### config.mk
export PLATFORM = sky130hd
export DESIGN_NAME = disp_arbiter
export DESIGN_NICKNAME = d
export VERILOG_FILES = /design/src/rtl/disp_arbiter.sv
export SDC_FILE = /design/constraint.sdc
export NUM_CORES = 1
export LEC_CHECK = 0
export ABC_AREA = 1
export CAP_MARGIN = 20
export CORE_MARGIN = 5
export CORE_UTILIZATION = 54
export CTS_CLUSTER_DIAMETER = 200
export DETAILED_ROUTE_END_ITERATION = 16
export DONT_BUFFER_PORTS = 1
export PLACE_DENSITY = 0.67
export SLEW_MARGIN = 10
export SYNTH_ARGS = -nofsm -noshare
export SYNTH_HDL_FRONTEND = slang
export SYNTH_SLANG_ARGS = --single-unit
### constraint.sdc
create_clock -name clk -period 2.5 [get_ports clk]
set_clock_uncertainty 0.1 [all_clocks]
set_input_delay 0.375 -clock clk [delete_from_list [all_inputs] [get_ports clk]]
set_output_delay 0.375 -clock clk [all_outputs]
set_load 0.005 [all_outputs]
### src/rtl/disp_arbiter.sv
// Two-source display ownership arbiter feeding a six-digit multiplexer.
// Optional DISP_ARB_PRIO0_EN gives source 0 fixed priority; otherwise round-robin with minimum hold.
module disp_arbiter #(
  parameter int          HOLD_CYC  = 25_000_000,
  parameter logic [7:0]  BLANK_PAT = 8'hFF
) (
  input  logic        clk,
  input  logic        rst_n,
  input  logic        req0,
  input  logic        req1,
  input  logic [47:0] frame0,
  input  logic [47:0] frame1,
  output logic        gnt0,
  output logic        gnt1,
  output logic [7:0]  in0,
  output logic [7:0]  in1,
  output logic [7:0]  in2,
  output logic [7:0]  in3,
  output logic [7:0]  in4,
  output logic [7:0]  in5,
  output logic        busy
);

  localparam int CW = (HOLD_CYC > 2) ? $clog2(HOLD_CYC) : 1;

  typedef enum logic [1:0] {IDLE, OWN0, OWN1, GAP} state_t;

  state_t        state, nxt;
  logic          rr, rr_nxt;   // last served source
  logic [CW-1:0] cnt;
  logic          hold_done;
  logic [47:0]   src;

  assign hold_done = (cnt == CW'(HOLD_CYC - 1));

  always_comb begin
    nxt    = state;
    rr_nxt = rr;
    case (state)
      IDLE: begin
`ifdef DISP_ARB_PRIO0_EN
        if (req0)      nxt = OWN0;
        else if (req1) nxt = OWN1;
`else
        if (req0 && req1) nxt = rr ? OWN0 : OWN1;
        else if (req0)    nxt = OWN0;
        else if (req1)    nxt = OWN1;
`endif
      end
      OWN0: begin
        if (!req0) begin
          nxt    = IDLE;
          rr_nxt = 1'b0;
        end
`ifndef DISP_ARB_PRIO0_EN
        else if (hold_done && req1) begin
          nxt    = GAP;
          rr_nxt = 1'b0;
        end
`endif
      end
      OWN1: begin
        if (!req1) begin
          nxt    = IDLE;
          rr_nxt = 1'b1;
        end
`ifdef DISP_ARB_PRIO0_EN
        else if (req0) begin
`else
        else if (hold_done && req0) begin
`endif
          nxt    = GAP;
          rr_nxt = 1'b1;
        end
      end
      GAP: begin
        // hand over to whichever source was not just served
        if (rr) nxt = req0 ? OWN0 : IDLE;
        else    nxt = req1 ? OWN1 : IDLE;
      end
      default: nxt = IDLE;
    endcase
  end

  always_comb begin
    src = {6{BLANK_PAT}};
    if (state == OWN0)      src = frame0;
    else if (state == OWN1) src = frame1;
  end

  always_ff @(posedge clk) begin
    if (!rst_n) begin
      state <= IDLE;
      rr    <= 1'b1;
      cnt   <= '0;
      gnt0  <= 1'b0;
      gnt1  <= 1'b0;
      busy  <= 1'b0;
      in0   <= BLANK_PAT;
      in1   <= BLANK_PAT;
      in2   <= BLANK_PAT;
      in3   <= BLANK_PAT;
      in4   <= BLANK_PAT;
      in5   <= BLANK_PAT;
    end else begin
      state <= nxt;
      rr    <= rr_nxt;
      if (nxt != state)
        cnt <= '0;
      else if (!hold_done && (state == OWN0 || state == OWN1))
        cnt <= cnt + CW'(1);
      gnt0  <= (nxt == OWN0);
      gnt1  <= (nxt == OWN1);
      busy  <= (nxt == OWN0) || (nxt == OWN1);
      in0   <= src[7:0];
      in1   <= src[15:8];
      in2   <= src[23:16];
      in3   <= src[31:24];
      in4   <= src[39:32];
      in5   <= src[47:40];
    end
  end

endmodule

After elaboration in Yosys (flattened, before gate mapping)

Index checks and enable logic that the tools add are counted.

Equality and inequality tests: 9
Muxes and demuxes: 19
Reduce and logical (&&, ||, !) cells: 11
Add/sub/neg operators: 1
Bitwise logic cells: 1

Operators with widths:

| cell                                                 | number |
|---|---|
| two-way mux 48 bit                                   | 2 |
| adder 25 x 1 -> 25 bit (second input constant)       | 1 |
| equality test 25 bit (second input constant)         | 1 |
| two-way mux 2 bit                                    | 10 |
| case mux 2 bit (4 select lines)                      | 1 |
| equality test 2 bit (second input constant)          | 3 |
| inequality test 3 bit (second input constant)        | 2 |
| two-way mux 1 bit                                    | 5 |
| equality test 2 x 1 -> 1 bit (second input constant) | 2 |
| logical AND 1 bit                                    | 4 |
| AND reduction 3 bit                                  | 1 |
| zero test 2 bit                                      | 1 |
| logical OR 1 bit                                     | 2 |
| inequality test 2 bit                                | 1 |
| case mux 1 bit (2 select lines)                      | 1 |
| nonzero test 2 bit                                   | 1 |
| OR reduction 2 bit                                   | 1 |
| zero test 1 bit                                      | 1 |
| inverter 1 bit                                       | 1 |

Logic and storage cells: 53
Output and inout port bits: 51
Register bits after elaboration: 79

Longest topological paths before layout

Depth in word-level cells: 7
Mapped depth: 15

Worst setup path before layout

Ideal clock, no wire load.

Path type: register -> register
Start point: register cnt[0]
End point: register cnt[15]
Data arrival time: 1.704 ns
Data required time: 2.279 ns
Clock period less this slack: 1.924 ns
Cell stages (with the launch flop): 16
Path slack: 0.576 ns
Cells stage by stage: dfxtp_1 -> ha_1 -> inv_1 -> nor2_4 -> nand2_2 -> nor2_4 -> nand3_2 -> nand2_1 -> a21oi_1 -> nand2_1 -> nand2_2 -> nand2_1 -> nand2_2 -> nand2_4 -> buf_12 -> nor2_4

Word-level cells in the longest chain between the ends: 7
Elaborated cells on any way between the ends: 13
Classes of those cells: add/sub (1); eq/ne (2); mux (5); reduce/logical (5)

RTL lines:

| what                                 | RTL line | source |
|---|---|---|
| start: declaration                   | 30       | `logic [CW-1:0] cnt;` |
| start signal: assignment             | 111      | `cnt <= cnt + CW'(1);` |
| equality test 25 bit                 | 34       | `assign hold_done = (cnt == CW'(HOLD_CYC - 1));` |
| logical AND 1 bit (on tied branches) | 70, 56   |  |
| two-way mux 2 bit (on tied branches) | 70, 56   |  |
| two-way mux 2 bit (on tied branches) | 63, 51   |  |
| case mux 2 bit (4 select lines)      | 39       | `case (state)` |
| inequality test 2 bit                | 108      | `if (nxt != state)` |
| OR reduction 2 bit (no line)         | n/a      |  |

Parallel ways exist; a longest one is shown, timed or not.
A chain may end at the register's enable or synchronous reset.

Worst setup path after layout

Start point: register cnt[0]
End point: register cnt[0]

The elaborated chain is that of the path after synthesis.

==> results.py <==
metrics = {
    "timing": {
        "finalHoldViolCount": 0,
        "relSlewSlack_pct": 66.10,
        "finalSetupTns_ps": 0,
        "fin_crit_ps": 2206,
        "final-setup-viol-count": 0,
        "finalMaxSlewViolations": 0,
        "timing.fmax_mhz": 453.4,
        "worst_slack_ps": 294.4,
        "fin_crit_sh_pct": 88.22,
        "worst_pin_slew_ps": 508.6,
        "rsz0062_at_grt": "false",
    },
    "final_layout": {
        "fin_nets": 615,
        "mostFrequentLayoutCell": "nand2_1",
        "drive_above_1_share_pct": 12.28,
        "syn2layout_area_growth_pct": 8.382,
        "final_cell_mix": "101 x nand2_1, 79 x dfxtp_1, 56 x inv_1",
        "antenna_cells": 0,
    },
    "grt": {
        "grt_use_total_pct": 20.48,
        "grt_antenna_before_repair": 0,
        "overflow": 0,
        "grt_max_degree": 51,
        "grt_pass1_wl_mm": 14.54,
        "grt_pass1_vias": 3115,
    },
    "worst_setup_path": {
        "reg2reg_to": "cnt[0]",
        "crit_family": "simple AND/OR/NAND/NOR gates",
        "startpoint_type": "register",
        "reg2reg_from": "cnt[0]",
        "cp_data_arrival_time_ps": 2340,
        "slowest_delay_ps": 400,
        "path_cells": "ha_1 -> inv_1 -> nor2_4 -> nand2_2 -> nor2_4 -> nand3_2 -> nand2_1 -> a21oi_1 -> nand2_1 -> nand2_2 -> nand2_1 -> nand2_2 -> nand2_4 -> buf_12 -> nor2_1",
        "required_ps": 2640,
        "path_class": "reg -> reg",
        "crit_slowest_cell": "dfxtp_1",
        "worstPathMaxFanout": 25,
        "worst-path-buf-inv": 2,
        "reg2regPathDepth": 15,
        "crit_path_end_kind": "register",
        "r2r_slack_ps": 290,
    },
    "hold_path": {
        "hold_end": "gnt1",
        "hp-start": "rst_n",
        "hold_depth": 2,
        "worstHoldPathType": "in -> reg",
    },
    "detailed_routing": {
        "postRouteAntennaNets": 0,
        "drt-initial-drc-count": 165,
        "dr.pass1.iters": 4,
        "viasPerCell": 5.248,
        "wl_per_cell_um": 14.84,
        "routed_wl_mm": 9.039,
        "vias": 3196,
        "route.detailed.drc": 0,
    },
    "yosys": {
        "synth.distinct_cells": 26,
        "syn_area_um2": 3851,
        "synth_top_area_share_pct": 41.07,
        "yosysSeqAreaShare_pct": 41.07,
        "synthesis.nets": 620,
        "yosys.area.top_type": "dfxtp_1",
        "syn_avg_cell_area_um2": 7.507,
        "yosys_warnings": 0,
        "syn_inst": 513,
        "ys_ff_latch": 79,
        "synth_area_leaders": "dfxtp_1 41%, nand2_1 9.8%, o21ai_0 7.1%",
    },
    "floorplan": {
        "die-area_um2": 8921,
        "die_w_um": 94.45,
        "rows": 30,
        "io_pins": 151,
        "die_h_um": 94.45,
        "core_area_um2": 6869,
        "initial_utilization_pct": 56.07,
    },
    "clocking": {
        "clkTransAtPathRegs_ps": 90,
        "numCtsBuffers": 9,
        "clock_latency_ps": 350,
        "h-tree-depth": 3,
        "clockBufferDepth": 2,
        "cts_num_sinks": 79,
        "cts_root_buf": "clkbuf_8",
        "cts_tree": "yes",
    },
    "place": {
        "io_buffers": 0,
        "gp_congestion": 0.8880,
        "pre_cts_ws_ps": 273.3,
        "hpwlAfterDp_mm": 6.652,
    },
    "pwr": {
        "p_per_area_nw_per_um2": 1043,
        "ir_drop_uv": 690.1,
        "power_mw": 4.352,
        "p_leak_nw": 1.581,
    },
    "run_status": {
        "outcome": "finished, final reports clean",
    },
    "run": {
        "drv_cap": 0,
    },
}
[metal layers]
metal | routed length [µm] | global-route usage [%] | part of all wire [%] | up-vias
met4 | 126 | 7.692 | 1.4 | 0
met2 | 4471 | 34.16 | 49 | 123
li1 | - | - | - | 1623
met5 | 0 | 0 | 0 | -
met1 | 3669 | 24.68 | 41 | 1438
met3 | 771 | 6.454 | 8.5 | 12
[worst max path at each step]
stage	start	depth (start not counted)	slack [ps]	to
floorplan	cnt[0]	15	580	cnt[15]
global placement	cnt[0]	14	330	cnt[18]
detailed placement	cnt[0]	13	270	cnt[21]
CTS	cnt[0]	13	260	cnt[21]
global route	cnt[0]	15	90	cnt[0]
finish	cnt[0]	15	290	cnt[0]
[through the flow]
step	utilization, %	instance area, µm²	std cells	hold WS, ps
detailed placement	56.79	3901	590	382.7
floorplan	-	3851	513	366.4
global route	60.77	4174	609	5.365
finish	60.77	4174	609	16.11
global placement	56.79	3901	590	379.2
CTS	60.49	4155	607	1.732
[cell usage after synthesis (all sizes together)]
| cell type | n |
|---|---|
| nor3 | 10 |
| clkinv | 1 |
| a22o | 1 |
| nand4 | 6 |
| o211ai | 2 |
| o21ai | 55 |
| a21oi | 54 |
| nor4 | 2 |
| xnor2 | 4 |
| dfxtp | 79 |
| ha | 7 |
| nor2 | 64 |
| buf | 3 |
| inv | 58 |
| o31ai | 1 |
| nand2 | 110 |
| nand3 | 15 |
| clkbuf | 22 |
| xor2 | 19 |
[report_power, final]
group	leakage, nW	internal [mW]	total, mW	switching, mW
combinational	0.813	0.459	1.46	1.00
sequential	0.646	1.56	1.74	0.183
clock	0.121	0.673	1.15	0.479
[cells by family after synthesis]
| group | Yosys count | synth area share [%] |
|---|---|---|
| AND/OR/NAND/NOR | 207 | 27.36 |
| flip-flops | 79 | 41.07 |
| AO/OA/AOI/OAI | 113 | 15.01 |
| XOR/XNOR | 23 | 5.231 |
| buffers and inverters | 84 | 9.064 |
| adder cells (fa/ha/maj) | 7 | 2.274 |
[sequential cells by signal, indices dropped and copies added, names as in the netlist]
name and cells:
busy 1, cnt 25, gnt0 1, gnt1 1, in0 8, in1 8
in2 8, in3 8, in4 8, in5 8, rr 1, state 2
[timing repair]
action	CTS	global route
gates resized for setup	0	1
setup endpoints to repair	0	3
hold buffers	1	0
setup buffers	0	2
hold endpoints to repair	1	0
[area by class of cell]
class / count / area [µm²]
multi-input combinational: 350 / 1921
fill: 634 / 2695
timing repair buffer: 9 / 82.58
tap: 96 / 120.1
clock inverter: 6 / 116.4
sequential: 79 / 1582
clock buffer: 10 / 127.6
inverter: 59 / 225.2
No activity file was read; power rests on OpenSTA's default activity.
